$ cat src/rtl/count_pwm_gen.sv
// PWM generator driven by an external synchronous up-counter.
// Duty is shadowed and reloaded on counter wrap; start/stop via en.
module count_pwm_gen #(
    parameter int WIDTH = 4,
    parameter int CYC_W = 8
) (
    input  logic             clk,
    input  logic             rst,
    input  logic             en,
    input  logic [WIDTH-1:0] cnt,
    input  logic [WIDTH-1:0] duty_in,
    input  logic             duty_valid,
    output logic             duty_ready,
    output logic             pwm,
    output logic             wrap,
    output logic [CYC_W-1:0] cycles
);

    typedef enum logic [1:0] {
        S_IDLE,
        S_ARM,
        S_RUN,
        S_DRAIN
    } state_t;

    state_t           r_state;
    state_t           w_next;
    logic [WIDTH-1:0] r_cnt_q;
    logic [WIDTH-1:0] r_duty_act;
    logic [WIDTH-1:0] r_duty_pend;
    logic             r_pend;
    logic             r_pwm;
    logic             r_wrap;
    logic [CYC_W-1:0] r_cycles;

    logic             w_wrap;
    logic             w_idle;
    logic             w_live;
    logic             w_xfer;
    logic             w_ready;
    logic             w_reload;
    logic [WIDTH-1:0] w_duty_eff;
    logic             w_pwm_next;

    // A backward step of the counter is treated exactly like a wrap.
    assign w_wrap     = (cnt < r_cnt_q);
    assign w_idle     = (r_state == S_IDLE);
    assign w_live     = (r_state == S_RUN) || (r_state == S_DRAIN);
    assign w_ready    = w_idle || !r_pend;
    assign w_xfer     = duty_valid && w_ready;
    assign w_reload   = !w_idle && w_wrap && r_pend;
    assign w_duty_eff = w_reload ? r_duty_pend : r_duty_act;

    always_comb begin
        w_next     = r_state;
        w_pwm_next = 1'b0;
        unique case (r_state)
            S_IDLE: begin
                if (en) w_next = S_ARM;
            end
            S_ARM: begin
                if (!en)        w_next = S_IDLE;
                else if (w_wrap) w_next = S_RUN;
            end
            S_RUN: begin
                if (!en) w_next = S_DRAIN;
            end
            S_DRAIN: begin
                if (en)          w_next = S_RUN;
                else if (w_wrap) w_next = S_IDLE;
            end
            default: w_next = S_IDLE;
        endcase
        if ((w_next == S_RUN) || (w_next == S_DRAIN)) begin
            w_pwm_next = (cnt < w_duty_eff);
        end
    end

    always_ff @(posedge clk or negedge rst) begin
        if (!rst) begin
            r_state <= S_IDLE;
        end else begin
            r_state <= w_next;
        end
    end

    always_ff @(posedge clk or negedge rst) begin
        if (!rst) begin
            r_cnt_q     <= '0;
            r_duty_act  <= '0;
            r_duty_pend <= '0;
            r_pend      <= 1'b0;
            r_pwm       <= 1'b0;
            r_wrap      <= 1'b0;
            r_cycles    <= '0;
        end else begin
            r_cnt_q <= cnt;
            r_pwm   <= w_pwm_next;
            r_wrap  <= w_wrap;
            if (w_idle) begin
                if (w_xfer) r_duty_act <= duty_in;
            end else begin
                // A transfer implies no pending value, so it never
                // collides with the reload on the same edge.
                if (w_reload) begin
                    r_duty_act <= r_duty_pend;
                    r_pend     <= 1'b0;
                end
                if (w_xfer) begin
                    r_duty_pend <= duty_in;
                    r_pend      <= 1'b1;
                end
            end
            if (w_idle && (w_next == S_ARM)) begin
                r_cycles <= '0;
            end else if (w_live && w_wrap && !(&r_cycles)) begin
                r_cycles <= r_cycles + 1'b1;
            end
        end
    end

    assign duty_ready = w_ready;
    assign pwm        = r_pwm;
    assign wrap       = r_wrap;
    assign cycles     = r_cycles;

endmodule
$ cat config.mk
export PLATFORM = sky130hd
export DESIGN_NAME = count_pwm_gen
export DESIGN_NICKNAME = d
export VERILOG_FILES = /design/src/rtl/count_pwm_gen.sv
export SDC_FILE = /design/constraint.sdc
export NUM_CORES = 1
export LEC_CHECK = 0
export BUFFER_PORTS_ARGS = -buffer_cell sky130_fd_sc_hd__buf_2
export CAP_MARGIN = 10
export CELL_PAD_IN_SITES_DETAIL_PLACEMENT = 1
export CELL_PAD_IN_SITES_GLOBAL_PLACEMENT = 2
export CORE_MARGIN = 2
export CORE_UTILIZATION = 35
export DETAILED_ROUTE_END_ITERATION = 12
export PLACE_DENSITY_LB_ADDON = 0.08
export SLEW_MARGIN = 5
export SYNTH_ARGS = -nofsm -noshare
export SYNTH_HDL_FRONTEND = slang
export SYNTH_SLANG_ARGS = --single-unit
$ cat constraint.sdc
create_clock -name clk -period 2.9 [get_ports clk]
set_input_delay 0.58 -clock clk [delete_from_list [all_inputs] [get_ports clk]]
set_output_delay 0.58 -clock clk [all_outputs]
set_load 0.02 [all_outputs]
==> flow_summary.yaml, run 1 <==
clock_network:
  clock_path_buffers: 2
  cts_resized: 0
  insertion_delay_ps: 280
  numCtsBuffers: 3
  h-tree-depth: 1
  cts_root_buffer: "clkbuf_8"
  path_clk_slew_ps: 100
  post_cts_buffers: 0
  cts_tree: "built"
  clock_sinks: 25
  hold_buffers: 0
synthesis:
  synthesis.nets: 129
  yosysSeqAreaShare_pct: 48.5
  ys_types: 33
  synthArstFlopShare_pct: 100
  synth_edf_count: 0
  syn_area_um2: 1290
  syn_inst: 110
  syn-mean-instance-area_um2: 11.7
  synth_seq_cells: 25
  synth_flop_cell: "dfrtp_1"
  yosysWarnings: 0
route:
  viasPerCell: 5.34
  drtIter0Drc: 47
  wl_per_cell_um: 15.4
  routed_wl_mm: 2.81
  vias: 977
  drtPass1Iterations: 4
  drc: 0
  antenna_left: 0
setup_path:
  critical_path.top_delay_family: "compound AO/OA/AOI/OAI gates"
  crit_chain: "buf_2, ha_1, o211ai_2, o211ai_4, mux2i_1, ha_1, a21o_1, a21oi_1, o211a_1"
  crit_arrival_ps: 2520
  max_stage_delay_ps: 400
  cp_slowest_cell: "o211ai_4"
  path_class: "input pin to flip-flop"
  cp_max_fo: 10
  critPathBufInv: 1
  critPathRequiredTime_ps: 3120
  worstSetupStartpointType: "input pin"
  critPathMostFrequentCell: "ha_1"
  crit_path_end_kind: "flip-flop"
floorplanning:
  row_count: 22
  die_h_um: 64.7
  start_util_pct: 35.8
  io_pins: 23
  core_um2: 3610
  die_w_um: 64.7
  dieArea_um2: 4190
sta:
  clock.fmax_ghz: 0.435
  min_period_ps: 2300
  fin_tns_setup_ps: 0
  setup_viol: 0
  relSlewSlack_pct: 59.8
  slew_viol_final: 0
  hold_viol: 0
  whs_ps: 285
  worst_pin_slew_ps: 600
  clock_skew_ps: 10.0
  grt_setup_unrepaired: "false"
  fin_crit_sh_pct: 79.3
  setup_slack_ps: 600
layout:
  area_growth_pct: 16.6
  layout-drive-gt1-share_pct: 27.4
  nets: 155
  insertedDiodeCount: 0
global_routing:
  grt_pass1_vias: 983
  grt_max_degree: 26
  grtUsageTotal_pct: 15.7
  grt_overflow: 0
  antenna_found_initial: 0
  grt_pass1_wl_mm: 4.98
power:
  power.internal_mw: 0.798
  power.density_nw_per_um2: 854
  ir_drop_mv: 0.354
  pwr-share-comb_pct: 40.2
  p_clk_share_pct: 16.9
  pwr-share-seq_pct: 43.0
  power.switching_mw: 0.486
  p_leak_nw: 0.689
  switching_share_pct: 37.9
placed_design:
  preCtsSetupSlack_ps: 292
  dp_hpwl_mm: 2.13
  portBuffers: 22
  place_congestion: 0.729
job:
  drv_cap: 0
status:
  status: "finished clean"
hold_path:
  min_path_type: "input pin to async pin"
==> registers in the layout, indices dropped and copies added (netlist names) <==
name         flops
cycles           8
r_duty_pend      4
r_duty_act       4
r_state          2
pwm              1
wrap             1
r_pend           1
r_cnt_q          4
==> stage by stage <==
| step | std cells | total power, mW | instance area (µm²) | util [%] |
|---|---|---|---|---|
| global route | 183 | 1.40 | 1500 | 41.7 |
| CTS | 183 | 1.31 | 1500 | 41.7 |
| global placement | 179 | 1.07 | 1460 | 40.4 |
| floorplan | 110 | 0.935 | 1290 | - |
| detailed placement | 179 | 1.08 | 1460 | 40.4 |
| finish | 183 | 1.28 | 1500 | 41.7 |
==> area by class of cell <==
cell class	count	area [µm²]
Clock buffer	3	41.3
Clock inverter	1	7.51
Fill cell	429	2100
Inverter	5	18.8
Multi-Input combinational cell	79	641
Sequential cell	25	626
Tap cell	48	60.1
Timing Repair Buffer	22	110
==> per-layer routing <==
metal,global-route usage (%),part of all wire (%)
met5,0,0
met4,5.59,1.6
met3,3.47,3.1
met2,23.6,44
met1,22.2,51
==> power by group through the flow <==
stage | clock network, mW | registers [mW] | logic, mW
4_1_cts | 0.227 | 0.552 | 0.527
5_1_grt | 0.242 | 0.572 | 0.585
2_1_floorplan | 0 | 0.565 | 0.370
3_3_place_gp | 0 | 0.556 | 0.511
6_report | 0.217 | 0.552 | 0.516
3_5_place_dp | 0 | 0.561 | 0.523
==> cell families (layout without fill, tap and decap cells) <==
logic type	count (synthesis)	after routing	synth area share [%]
AO/OA/AOI/OAI	34	34	21.0
XOR/XNOR	1	1	0.679
adder cells (fa/ha/maj)	7	7	6.79
buffers and inverters	6	31	1.84
flip-flops	25	25	48.5
multiplexers	10	10	8.24
AND/OR/NAND/NOR	27	27	12.9
==> Yosys cell counts, types with 3 or more instances <==
master	n	share of area, %
a21oi_1	6	2.3
dfrtp_1	25	48
ha_1	7	6.8
inv_1	5	1.5
mux2_2	5	4.4
mux2i_1	5	3.9
nand2_1	5	1.5
nand2b_1	3	1.5
nand3_1	5	1.9
o21a_1	8	4.7
o22a_1	4	2.7
o31ai_1	3	1.7
==> layout by cell type, fill, tap and decap left out, drive strengths merged, types with 4 or more instances in the layout <==
master	Yosys	final
o211ai	4	4
ha	7	7
inv	5	5
a21oi	7	7
nand2	5	5
o22a	4	4
dfrtp	25	25
buf	1	22
mux2i	5	5
o21a	8	8
nand3	5	5
mux2	5	5
==> worst paths after layout <==
check                                           from                   endpoint  slack, ps  depth (start not counted)
setup / recovery                              cnt[3]              pwm$_DFF_PN0_        600                          9
hold / removal                                   rst       r_cnt_q[3]$_DFF_PN0_        290                          1
setup reg to reg                r_cnt_q[3]$_DFF_PN0_              pwm$_DFF_PN0_        660                          9
hold reg to reg            r_duty_act[1]$_DFFE_PN0P_  r_duty_act[1]$_DFFE_PN0P_        500                          1
max in group asynchronous                        rst      cycles[3]$_DFFE_PN0P_       2220                          1
min in group clk                              cnt[3]       r_cnt_q[3]$_DFF_PN0_        440                          1
Power figures use the tool's default switching activity.
==> run 2, diff against run 1 <==
--- a/config.mk
+++ b/config.mk
@@ -5,12 +5,13 @@
 export SDC_FILE = /design/constraint.sdc
 export NUM_CORES = 1
 export LEC_CHECK = 0
+export ABC_AREA = 1
 export BUFFER_PORTS_ARGS = -buffer_cell sky130_fd_sc_hd__buf_2
 export CAP_MARGIN = 10
 export CELL_PAD_IN_SITES_DETAIL_PLACEMENT = 1
 export CELL_PAD_IN_SITES_GLOBAL_PLACEMENT = 2
 export CORE_MARGIN = 2
-export CORE_UTILIZATION = 35
+export CORE_UTILIZATION = 32
 export DETAILED_ROUTE_END_ITERATION = 12
 export PLACE_DENSITY_LB_ADDON = 0.08
 export SLEW_MARGIN = 5
==> constraint.sdc (replaced) <==
create_clock -name clk -period 2.12 [get_ports clk]
set_input_delay 0.424 -clock clk [delete_from_list [all_inputs] [get_ports clk]]
set_output_delay 0.424 -clock clk [all_outputs]
set_load 0.02 [all_outputs]
==> run 2 against run 1 <==
  * Die area rose by 13%
  * Sequential power rose by 42%
  * Register-to-register slack got worse by 530 ps
  * Clock skew fell by 9.1 ps
  * Power rose by 68%
  * Area after synthesis rose by 3.9%
  * Flip-flop and latch count did not move
  * Worst setup slack got worse by 470 ps
  * Non-clock buffer count rose by 5
  * Cell area rose by 9.2%
  * First-iteration DRC count rose by 2.1%
  * Critical endpoint unchanged
==> flow_summary.yaml, run 2 <==
floorplanning:
  core_um2: 4030
  start_util_pct: 33.3
  dieArea_um2: 4720
  die_w_um: 68.7
  die_h_um: 68.7
  io_pins: 23
  row_count: 23
sta:
  min_period_ps: 1990
  clock.fmax_ghz: 0.502
  clock_skew_ps: 0.950
  setup_slack_ps: 128
  slew_viol_final: 0
  worst_pin_slew_ps: 577
  relSlewSlack_pct: 61.5
  fin_crit_sh_pct: 94.0
  setup_viol: 0
  hold_viol: 0
synthesis:
  synthesis.nets: 178
  synth_flop_cell: "dfrtp_1"
  synth_seq_cells: 25
  syn_area_um2: 1340
  syn_inst: 159
  ys_types: 24
  yosysWarnings: 0
  synthTopCellsByArea: "dfrtp_1, nand2_1, inv_1"
  synth_top_area_share_pct: 46.7
  syn-mean-instance-area_um2: 8.43
  yosysSeqAreaShare_pct: 46.7
  synthArstFlopShare_pct: 100
  synth_most_common_cell: "nand2_1"
  synth_edf_count: 0
  synth_area_leader_cell: "dfrtp_1"
  synthTopCellsByCount: "nand2_1, inv_1, dfrtp_1"
route:
  wl_per_cell_um: 14.1
  antenna_left: 0
  viasPerCell: 4.70
  drtIter0Drc: 48
  routed_wl_mm: 3.37
  routed-wl-met2_mm: 1.55
  vias: 1128
  wl_met3_um: 100
  drtPass1Iterations: 4
  drc: 0
  wl_met1_mm: 1.70
  routed.top_layer: "met4"
placed_design:
  place_congestion: 0.698
  portBuffers: 22
  dp_hpwl_mm: 2.50
  preCtsSetupSlack_ps: -65.4
layout:
  regArea_um2: 626
  nets: 210
  insertedDiodeCount: 0
  fill_cells: 505
  final_cell_mix: "nand2_1, inv_1, dfrtp_1, buf_2, nand3_1"
  layout_commonest_cell: "nand2_1"
  area_growth_pct: 22.5
  layout-drive-gt1-share_pct: 24.7
  multi_input_area_um2: 644
  largest_register_ffs: 8
setup_path:
  crit_arrival_ps: 2180
  max_stage_delay_ps: 370
  critical_path.top_delay_family: "compound AO/OA/AOI/OAI gates"
  worst-path-stages: 12
  crit_path_end_kind: "flip-flop"
  worstSetupStartpointType: "flip-flop"
  reg2reg_depth: 12
  critPathRequiredTime_ps: 2310
  path_class: "flip-flop to flip-flop"
  cp_max_fo: 4
  critPathBufInv: 2
  crit_chain: "inv_1, ha_4, nand2_1, inv_1, nand2_4, nand3_4, nand2_1, a21boi_4, ha_4, a21oi_2, o211ai_1, a21oi_1"
  cp_slowest_cell: "dfrtp_1"
power:
  finalPower_mw: 2.16
  power.density_nw_per_um2: 1310
  ir_drop_mv: 0.371
  p_leak_nw: 0.865
job:
  drv_cap: 0
status:
  status: "finished clean"
global_routing:
  grt_max_degree: 26
  antenna_found_initial: 0
  grt_overflow: 0
  grt_pass1_wl_mm: 5.38
  grtUsageTotal_pct: 15.5
  grt_pass1_vias: 1162
clock_network:
  clock_sinks: 25
  insertion_delay_ps: 270
  path_clk_slew_ps: 90
  cts_root_buffer: "clkbuf_8"
  numCtsBuffers: 3
  clock_path_buffers: 2
  cts_tree: "built"
  h-tree-depth: 1
hold_path:
  min_path_type: "input pin to async pin"
run 2: per-layer routing:
metal | track usage [%] | vias up
li1 | - | 579
met4 | 3.68 | 0
met2 | 25.0 | 17
met5 | 0 | -
met3 | 2.92 | 4
met1 | 21.4 | 528
run 2: area by class of cell:
type                       instances  area share (%)
multi-input combinational        104            39.3
sequential                        25            38.1
timing repair buffer              27            8.99
inverter                          30            7.09
tap                               50            3.81
clock buffer                       4            2.74
run 2: repair_timing:
item | 4_1_cts | 5_1_grt
setup endpoints to repair | 0 | 1
gates resized for setup | 0 | 7
endpoints found under the hold margin | 0 | 0
hold buffers | 0 | 0
setup buffers | 0 | 4
run 2: power breakdown:
group / switching (mW) / internal [mW] / total, mW
clock network: 0.160 / 0.135 / 0.295
logic: 0.658 / 0.420 / 1.08
registers: 0.131 / 0.652 / 0.782
total: 0.950 / 1.21 / 2.16
run 2: kinds of logic (layout without fill, tap and decap cells):
group | after synthesis | in the layout | share of synthesized area, %
simple gates | 70 | 70 | 25.9
flops | 25 | 25 | 46.7
compound gates | 27 | 27 | 12.4
fa+ha+maj | 7 | 7 | 6.54
buf+inv | 30 | 61 | 8.50
run 2: path summary, 6_finish.rpt:
check,from,to,slack (ps)
worst max-delay path,r_cnt_q[3]$_DFF_PN0_,pwm$_DFF_PN0_,130
min in group clk,cnt[0],r_cnt_q[0]$_DFF_PN0_,270
worst min register to register,r_duty_act[3]$_DFFE_PN0P_,r_duty_act[3]$_DFFE_PN0P_,510
worst min-delay path,rst,r_cnt_q[0]$_DFF_PN0_,140
worst max register to register,r_cnt_q[3]$_DFF_PN0_,pwm$_DFF_PN0_,130
max in group asynchronous,rst,r_duty_pend[3]$_DFFE_PN0P_,1600
run 2: metrics by stage:
| step | hold WS [ps] | setup TNS (ps) | area, µm² | util (%) | std cells |
|---|---|---|---|---|---|
| after global routing | 179 | -36.4 | 1640 | 40.7 | 240 |
| final | 137 | 0 | 1640 | 40.7 | 240 |
| after detailed placement | 472 | -65.4 | 1520 | 37.7 | 232 |
| after global placement | 466 | 0 | 1520 | 37.7 | 232 |
| after floorplan | 128 | 0 | 1340 | - | 159 |
| after CTS | 169 | 0 | 1570 | 38.9 | 236 |
==> run 3, diff against run 2 <==
--- a/config.mk
+++ b/config.mk
@@ -13,7 +13,9 @@
 export CORE_MARGIN = 2
 export CORE_UTILIZATION = 32
 export DETAILED_ROUTE_END_ITERATION = 12
+export GPL_TIMING_DRIVEN = 0
 export PLACE_DENSITY_LB_ADDON = 0.08
+export REMOVE_ABC_BUFFERS = 1
 export SLEW_MARGIN = 5
 export SYNTH_ARGS = -nofsm -noshare
 export SYNTH_HDL_FRONTEND = slang
==> run 3 against run 2 <==
  * Combinational power decreased by 13%
  * Critical path depth unchanged
  * Wire length shrank 9.3%
  * Sequential power fell by 2%
  * Die area unchanged
  * Clock-buffer cell count is the same
  * Clock power about the same
==> flow_summary.yaml, run 3 (synthesized netlist as in run 2, its figures left out) <==
clock_network:
  h-tree-depth: 1
  cts_root_buffer: "clkbuf_8"
  clock_sinks: 25
  insertion_delay_ps: 270
  numCtsBuffers: 3
  path_clk_slew_ps: 90
  clock_path_buffers: 2
  hold_buffers: 0
  cts_tree: "built"
sta:
  grt_setup_unrepaired: "false"
  fin_crit_sh_pct: 90.9
  hold_viol: 0
  slew_viol_final: 0
  relSlewSlack_pct: 60.7
  min_period_ps: 1930
  whs_ps: 146
  worst_pin_slew_ps: 589
  clock.fmax_ghz: 0.519
  setup_viol: 0
  clock_skew_ps: 3.68
job:
  drv_cap: 0
floorplanning:
  die_w_um: 68.7
  row_count: 23
  dieArea_um2: 4720
  die_h_um: 68.7
  core_um2: 4030
  io_pins: 23
  start_util_pct: 33.3
global_routing:
  antenna_found_initial: 0
  grt_pass1_wl_mm: 5.26
  grt_pass1_vias: 1150
  grt_overflow: 0
  grt_max_degree: 26
  grtUsageTotal_pct: 15.0
layout:
  largest_register_ffs: 8
  nets: 205
  layout-drive-gt1-share_pct: 21.1
  area_growth_pct: 17.2
  post-route-util_pct: 39.0
  insertedDiodeCount: 0
  final_cell_mix: "nand2_1, inv_1, dfrtp_1, buf_2, nand3_1"
  layout_commonest_cell: "nand2_1"
power:
  switching_share_pct: 44.0
  pwr-share-comb_pct: 47.0
  power.switching_mw: 0.881
  power.internal_mw: 1.12
  power.density_nw_per_um2: 1270
  pwr-share-seq_pct: 38.4
  p_clk_share_pct: 14.6
  p_leak_nw: 0.828
  ir_drop_mv: 0.356
hold_path:
  min_path_type: "input pin to async pin"
route:
  drtPass1Iterations: 4
  antenna_left: 0
  wl_per_cell_um: 13.0
  viasPerCell: 4.81
  drtIter0Drc: 25
  vias: 1130
  routed_wl_mm: 3.06
  drc: 0
setup_path:
  startpoint: "r_cnt_q[3]$_DFF_PN0_"
  cp_slowest_cell: "dfrtp_1"
  crit_path_end_kind: "flip-flop"
  path_class: "flip-flop to flip-flop"
  worstSetupStartpointType: "flip-flop"
  reg2reg_depth: 12
  cp_max_fo: 5
  critPathRequiredTime_ps: 2320
  crit_arrival_ps: 2130
  crit_chain: "inv_1, ha_4, nand2_1, inv_1, nand2_2, nand3_4, inv_2, a21boi_2, ha_1, a21oi_1, o211ai_1, a21oi_1"
  ff2ff_setup_slack_ps: 190
  rr_startpoint: "r_cnt_q[3]$_DFF_PN0_"
  max_stage_delay_ps: 330
placed_design:
  dp_hpwl_mm: 2.37
  portBuffers: 22
  place_congestion: 0.717
status:
  status: "finished clean"
-- run 3: stage by stage --
step	TNS, ps	setup WS [ps]	total power [mW]	instances	instance area, µm²
CTS	0	110	2.04	235	1560
global placement	-70.2	-70.2	1.69	231	1510
global route	0	28.0	2.20	235	1570
finish	0	193	2.00	235	1570
detailed placement	-95.6	-95.6	1.74	231	1510
floorplan	0	255	1.45	159	1340
-- run 3: worst paths after layout --
check,end
setup / recovery,pwm$_DFF_PN0_
hold / removal,wrap$_DFF_PN0_
setup reg to reg,pwm$_DFF_PN0_
hold reg to reg,r_duty_act[1]$_DFFE_PN0P_
max in group asynchronous,r_duty_pend[3]$_DFFE_PN0P_
min in group clk,r_cnt_q[0]$_DFF_PN0_
-- run 3: routing by layer --
| layer | part of all wire [%] | track usage (%) | up-vias |
|---|---|---|---|
| met1 | 52 | 20.8 | 533 |
| met5 | 0 | 0 | - |
| met3 | 2.9 | 2.60 | 4 |
| li1 | - | - | 574 |
| met2 | 44 | 23.7 | 19 |
| met4 | 1.2 | 5.15 | 0 |
-- run 3: power by group through the flow --
stage	registers (mW)	logic [mW]	clock network [mW]
after floorplan	0.839	0.610	0
after global placement	0.772	0.919	0
after detailed placement	0.779	0.959	0
after CTS	0.770	0.961	0.308
after global routing	0.791	1.09	0.324
final	0.768	0.940	0.292
-- run 3: timing repair --
action,CTS,global route
gates resized for setup,0,1
setup buffers,0,0
setup endpoints to repair,0,1
-- run 3: final cells by class --
| type | instances | area [µm²] |
|---|---|---|
| inverter | 30 | 114 |
| clock buffer | 4 | 45.0 |
| timing repair buffer | 22 | 110 |
| fill | 502 | 2460 |
| multi-input combinational | 104 | 613 |
| sequential | 25 | 626 |
| tap | 50 | 62.6 |
-- run 3: critical path, delay by kind of cell (launching register included) --
kind | cells | cell delay (ps)
AO/OA/AOI/OAI | 4 | 550
buffers and inverters | 3 | 210
adder cells (fa/ha/maj) | 2 | 540
AND/OR/NAND/NOR | 3 | 230
flip-flops | 1 | 330
